**src/rtl/dac_btn_ctrl.sv**
```systemverilog
// dac_btn_ctrl
// Turns debounced BTN_WEST / BTN_EAST presses into saturating 12-bit level
// steps and sends one LTC2624 write-and-update frame (32 bits, MSB first)
// over SPI for each change. Presses that arrive mid-frame merge into a
// single follow-up frame carrying the newest level.
//
// Ports
//   CLK50MHZ   in   system clock, rising edge
//   RST        in   synchronous active-high reset
//   BTN_WEST   in   async button, press adds STEP
//   BTN_EAST   in   async button, press subtracts STEP
//   SPI_SCK    out  SPI clock, idles low
//   SPI_MOSI   out  serial data, MSB first
//   DAC_CS     out  chip select, active low
//   DAC_CLR    out  DAC clear, active low
//   LEVEL      out  current DAC code (12 bits)
//   BUSY       out  high while a frame (incl. CS-high hold) is in progress
//   FRAME_DONE out  one-cycle pulse in the last hold cycle
module dac_btn_ctrl #(
    parameter logic [11:0] STEP     = 12'd256,
    parameter int          DEBOUNCE = 16,
    parameter int          SCK_DIV  = 2,
    parameter logic [3:0]  DAC_ADDR = 4'b1111
) (
    input  logic        CLK50MHZ,
    input  logic        RST,
    input  logic        BTN_WEST,
    input  logic        BTN_EAST,
    output logic        SPI_SCK,
    output logic        SPI_MOSI,
    output logic        DAC_CS,
    output logic        DAC_CLR,
    output logic [11:0] LEVEL,
    output logic        BUSY,
    output logic        FRAME_DONE
);

    localparam int CW = $clog2(DEBOUNCE + 1);
    localparam int DW = $clog2(SCK_DIV + 1);

    typedef enum logic [1:0] {IDLE, SHIFT, HOLD} state_t;

    state_t state, state_nxt;

    // index 0 = west, 1 = east
    logic [1:0]         btn, sync1, sync2, db, db_q, press;
    logic [1:0][CW-1:0] db_cnt;

    logic          pending;
    logic [DW-1:0] div_cnt;
    logic [5:0]    half_cnt;
    logic [31:0]   shreg;
    logic          div_wrap, start;
    logic [12:0]   sum, diff;
    logic [11:0]   up, dn;

    assign btn      = {BTN_EAST, BTN_WEST};
    assign press    = db & ~db_q;
    assign div_wrap = (div_cnt == DW'(SCK_DIV - 1));
    // shreg shifts in zeros, so MOSI is back to 0 once all 32 bits are out
    assign SPI_MOSI = shreg[31];

    // 13-bit arithmetic so overflow/underflow show up in bit 12
    always_comb begin
        sum  = {1'b0, LEVEL} + {1'b0, STEP};
        diff = {1'b0, LEVEL} - {1'b0, STEP};
        up   = sum[12]  ? 12'hFFF : sum[11:0];
        dn   = diff[12] ? 12'h000 : diff[11:0];
    end

    // Synchronizer + stability counter per button
    always_ff @(posedge CLK50MHZ) begin
        if (RST) begin
            sync1  <= '0;
            sync2  <= '0;
            db     <= '0;
            db_q   <= '0;
            db_cnt <= '0;
        end else begin
            sync1 <= btn;
            sync2 <= sync1;
            db_q  <= db;
            for (int i = 0; i < 2; i++) begin
                if (sync2[i] == db[i]) begin
                    db_cnt[i] <= '0;
                end else if (db_cnt[i] == CW'(DEBOUNCE - 1)) begin
                    db[i]     <= sync2[i];
                    db_cnt[i] <= '0;
                end else begin
                    db_cnt[i] <= db_cnt[i] + 1'b1;
                end
            end
        end
    end

    always_ff @(posedge CLK50MHZ) begin
        if (RST) state <= IDLE;
        else     state <= state_nxt;
    end

    always_comb begin
        state_nxt  = state;
        start      = 1'b0;
        BUSY       = (state != IDLE);
        FRAME_DONE = 1'b0;
        case (state)
            IDLE: begin
                if (pending) begin
                    state_nxt = SHIFT;
                    start     = 1'b1;
                end
            end
            SHIFT: begin
                // 64th SCK toggle is the 32nd falling edge
                if (div_wrap && half_cnt == 6'd63) state_nxt = HOLD;
            end
            HOLD: begin
                if (div_wrap) begin
                    state_nxt  = IDLE;
                    FRAME_DONE = 1'b1;
                end
            end
            default: state_nxt = IDLE;
        endcase
    end

    always_ff @(posedge CLK50MHZ) begin
        if (RST) begin
            SPI_SCK  <= 1'b0;
            DAC_CS   <= 1'b1;
            DAC_CLR  <= 1'b0;
            LEVEL    <= '0;
            pending  <= 1'b0;
            div_cnt  <= '0;
            half_cnt <= '0;
            shreg    <= '0;
        end else begin
            DAC_CLR <= 1'b1;
            case (state)
                IDLE: begin
                    if (start) begin
                        shreg    <= {8'h00, 4'b0011, DAC_ADDR, LEVEL, 4'h0};
                        div_cnt  <= '0;
                        half_cnt <= '0;
                        SPI_SCK  <= 1'b0;
                        DAC_CS   <= 1'b0;
                    end
                end
                SHIFT: begin
                    if (div_wrap) begin
                        div_cnt  <= '0;
                        SPI_SCK  <= ~SPI_SCK;
                        half_cnt <= half_cnt + 6'd1;
                        if (SPI_SCK) shreg <= {shreg[30:0], 1'b0};
                        if (half_cnt == 6'd63) DAC_CS <= 1'b1;
                    end else begin
                        div_cnt <= div_cnt + 1'b1;
                    end
                end
                HOLD: begin
                    div_cnt <= div_wrap ? '0 : div_cnt + 1'b1;
                end
                default: ;
            endcase

            // a press landing on the start cycle must survive the clear
            if (start) pending <= 1'b0;
            if (press[0] && !press[1] && LEVEL != 12'hFFF) begin
                LEVEL   <= up;
                pending <= 1'b1;
            end else if (press[1] && !press[0] && LEVEL != 12'h000) begin
                LEVEL   <= dn;
                pending <= 1'b1;
            end
        end
    end

endmodule

```
**config.mk**
```make
export PLATFORM = sky130hd
export DESIGN_NAME = dac_btn_ctrl
export DESIGN_NICKNAME = d
export VERILOG_FILES = /design/src/rtl/dac_btn_ctrl.sv
export SDC_FILE = /design/constraint.sdc
export NUM_CORES = 1
export LEC_CHECK = 0
export CORE_MARGIN = 2
export CORE_UTILIZATION = 41
export DETAILED_ROUTE_END_ITERATION = 6
export GPL_TIMING_DRIVEN = 1
export HOLD_SLACK_MARGIN = 0.08
export PLACE_DENSITY = 0.59
export SLEW_MARGIN = 20
export SYNTH_ARGS = -nofsm -noshare
export SYNTH_HDL_FRONTEND = slang
export SYNTH_SLANG_ARGS = --single-unit
```
**constraint.sdc**
```tcl
create_clock -name CLK50MHZ -period 5.1 [get_ports CLK50MHZ]
set_input_delay 1.02 -clock CLK50MHZ [delete_from_list [all_inputs] [get_ports CLK50MHZ]]
set_output_delay 1.02 -clock CLK50MHZ [all_outputs]
set_load 0.05 [all_outputs]
```
# Word level (Yosys, flattened, before mapping)
# Index checks and enable logic that the tools add are counted.
# totals
ff_bits	76
latchBits	0
ram_bits	0
mem_bits_ro	0
inputBits	4
elab_cells	98
n_memories	0
# classes
addsub	6
mul	0
div_mod_pow	0
magnitude_cmp	0
n_eq_ne	16
shifts	0
n_mux	31
n_bitwise	5
n_reduce_logical	24
# op_table
operator	n
two-way mux 32 bit	3
one-hot mux 32 bit (2 select lines)	1
two-way mux 12 bit	4
inequality test 2 bit, second input constant	7
adder 12 x 9 -> 13 bit, second input constant	1
subtractor 12 x 9 -> 13 bit, second input constant	1
two-way mux 6 bit	2
inequality test 12 bit, second input constant	1
one-hot mux 6 bit (2 select lines)	1
nonzero test 12 bit	1
two-way mux 1 bit	11
adder 5 x 1 -> 5 bit, second input constant	2
== test 5 x 4 -> 1 bit, second input constant	2
two-way mux 2 bit	5
AND reduction 4 bit	2
nonzero test 2 bit	4
adder 6 x 1 -> 6 bit, second input constant	1
== test 6 bit, second input constant	1
one-hot mux 2 bit (3 select lines)	1
AND reduction 2 bit	3
AND reduction 3 bit	2
OR reduction 3 bit	2
logical AND 1 bit	5
== test 2 x 1 -> 1 bit, second input constant	2
12 further kinds	17

# Longest topological paths before layout
# depth
word_depth	7
depth_mapped	9
depth_no_buf	6

# Least setup slack after synthesis
# OpenSTA, ideal clock, no wires.
# synth_timing
path_kind	reg2out
from	register div_cnt[1]
to	output FRAME_DONE
arrival_time_ps	1237
required_time_ps	4080
setup_slack_ps	2843
stages_incl_launch_ff	4
cell_sequence	dfxtp_1 > nand2b_1 > buf_2 > nor2_1
# synth_via
elab_chain_len	3
# synth_rtl
item	line	text
start, declared	50	logic [DW-1:0] div_cnt;
start signal, assigned	157	div_cnt <= div_cnt + 1'b1;
start signal, assigned	161	div_cnt <= div_wrap ? '0 : div_cnt + 1'b1;
== test 2 x 1 -> 1 bit	59	assign div_wrap = (div_cnt == DW'(SCK_DIV - 1));
two-way mux 1 bit	118	if (div_wrap) begin
two-way mux 1 bit	106	case (state)
end, declared	35	output logic FRAME_DONE
# No other way between the ends.

# Worst setup path in the final report
# layout_timing
from	register state[0]
to	output BUSY
# layout_via
elab_chain_len	1
# layout_rtl
item	line	text
start, declared	43	state_t state, state_nxt;
start signal, assigned	98	else state <= state_nxt;
nonzero test 2 bit	104	BUSY = (state != IDLE);
end, declared	34	output logic BUSY,
# No other way between the ends.

==> results.toml <==
[timing]
tightest_slew_ns = 0.894
hold_ws_ns = 0.440
setup_violations = 0
max_slew_margin_pct = 40.4
setup_ws_ns = 2.04
max_freq_ghz = 0.327
setup_tns_ns = 0
period_share_pct = 59.9
hold_viol = 0
rsz0062_at_grt = "no"
period_minus_slack_ns = 3.06
finalMaxSlewViolations = 0
fin_worst_skew_ns = 0.00832

[clocking]
cts_root_buffer = "clkbuf_8"
cts.sinks = 65
h-tree-depth = 3
cts_setup_buffers = 0
cts_tree = "yes"
postCtsHoldBufs = 0
cts_buffers = 9
cts_max_path_buffers = 2
clk_latency_ns = 0.34
cts_resized = 0
cts.clk_slew.worst_paths_ns = 0.07

[synthesis]
synth_most_common_cell = "dfxtp_1"
synth-edff-count = 0
synthTopCellsByArea = "dfxtp_1, ha_1, nand2_1"
synth_area_mm2 = 0.00288
synth_top_area_cell = "dfxtp_1"
synth_fp_nets = 329
syn_inst = 315
synth-main-ff-cell = "dfxtp_1"
yosysSeqAreaShare_pct = 45.2
syn_avg_cell_area_um2 = 9.14
synth_cell_types = 42
ys_seq_elements = 65
yosysWarnings = 0
async_flop_share_pct = 0
synth_top_area_share_pct = 45.2
synthTopCellsByCount = "dfxtp_1, nand2_1, nor2_1, a21oi_1, inv_1"

[detailed_routing]
vias_per_cell = 5.12
drc = 0
dr.pass1.iters = 4
wire_per_inst_um = 12.4
vias = 2192
routed_wl_mm = 5.32
drtIter0Drc = 145
antenna_left = 0

[critical_path]
worstPathRequired_ns = 4.08
path_max_fanout = 9
crit_path_start_kind = "flip-flop"
worstSetupPathType = "flip-flop to output pin"
arrival_ns = 2.04
critPathCaptureType = "output pin"

[floorplan]
rows = 30
die_y_um = 87.8
die_x_um = 87.8
coreArea_mm2 = 0.00679
start_util_pct = 42.4
ioPinCount = 22
dieArea_mm2 = 0.00771

[power]
p_sw_uw = 242
power_uw = 1040
powerDensity_mw_per_mm2 = 317
peakVddDrop_mv = 0.210
clkPwrFrac_pct = 43.6
swShare_pct = 23.2
leakagePower_uw = 0.00113
p_int_uw = 801
p_comb_share_pct = 7.0
seq_power_share_pct = 49.4

[grt]
grt_max_degree = 26
overflow = 0
grt_usage_pct = 15.3
grt_pass1_vias = 1956
grt_antenna_before_repair = 0
grt_first_pass_wirelength_mm = 9.15

[cells_and_area]
diodes = 0
drive_gt1_share_pct = 8.43
n_fill_cell = 663
nNetsFinal = 341
syn_to_final_growth_pct = 14.3

[flow_run]
max-cap-violations = 0

[status]
status = "complete, no violations"

[placement]
dp_worst_setup_slack_ns = 2.36
dp_hpwl_mm = 3.46
gp_congestion = 0.834
io_buffers = 21

[worst_hold_path]
hold_path_class = "flip-flop to flip-flop"
## registers in the layout, summed over array words and instances (netlist names), 5 cells and up
register,count
half_cnt,6
db_cnt,10
shreg,28
LEVEL,5
## power groups by stage
stage	combinational (uW)	sequential (uW)	clock (uW)
finish	72.9	515	455
global placement	71.9	527	0
global route	79.9	515	490
detailed placement	72.4	527	0
CTS	72.6	515	470
floorplan	57.8	528	0
## worst max-delay path, cell delays in order, from the launching register on
cell and delay (ns):
dfxtp_1 0.36, inv_1 0.07, ha_1 0.33, inv_1 0.13, clkdlybuf4s50_1 0.80
## metrics by stage
| stage | cells | area (um2) | utilization, % |
|---|---|---|---|
| after floorplan | 315 | 2880 | - |
| after global placement | 412 | 3070 | 45.2 |
| after detailed placement | 412 | 3070 | 45.2 |
| after CTS | 428 | 3290 | 48.4 |
| after global routing | 428 | 3290 | 48.4 |
| final | 428 | 3290 | 48.4 |
## logic make-up (layout without fill, tap and decap cells)
family                   after synthesis  in the layout  share of synthesized area, %
AO/OA/AOI/OAI                         67             67                          16.7
multiplexers                          11             11                          4.26
adder cells (fa/ha/maj)               10             10                          4.35
XOR/XNOR                              12             12                          3.65
AND/OR/NAND/NOR                      113            113                          18.8
buffers and inverters                 37             54                          7.00
flip-flops                            65             65                          45.2
## metal layers
metal,GRT usage [%],wire length [um],part of all wire (%),up-vias
met5,0,0,0,-
met4,6.29,55,1.0,0
met3,5.09,148,2.8,5
met2,21.9,2380,45,24
met1,21.2,2730,51,1038
li1,-,-,-,1125
## worst paths after layout
| kind | start | endpoint | slack (ns) | depth (start not counted) |
|---|---|---|---|---|
| worst max-delay path | state[0] | BUSY | 2.04 | 4 |
| worst min register to register | div_cnt[1] | div_cnt[1] | 0.44 | 1 |
| worst min-delay path | div_cnt[1] | div_cnt[1] | 0.44 | 1 |
| worst max register to register | state[1] | shreg[30] | 2.37 | 6 |
## cell type report
class                   count  area, um2  share of cell area, %
clock buffers              12        165                   5.02
multi-input cells         213       1380                   41.8
inverters                  16       60.1                   1.83
clock inverters             4       50.0                   1.52
repair buffers             22        218                   6.62
well taps                  96        120                   3.65
flip-flops and latches     65       1300                   39.6
## cells in the final DEF (no fill, tap or decap), drive strengths merged, types with 2 or more instances in the layout
master         count
o22ai              9
nor2              30
nand2b             5
o21ai              2
mux2i             11
clkdlybuf4s50     21
clkbuf            12
and3               5
nor3               9
a211oi             7
or3                2
a311oi             4
ha                10
nor2b             10
a32oi              2
a31oi              8
inv               16
nand3             15
dfxtp             65
a2111oi            4
a211o              3
a21oi             21
xor2               2
nand2             33
clkinvlp           2
o211ai             2
xnor2             10
Power figures use the tool's default switching activity.
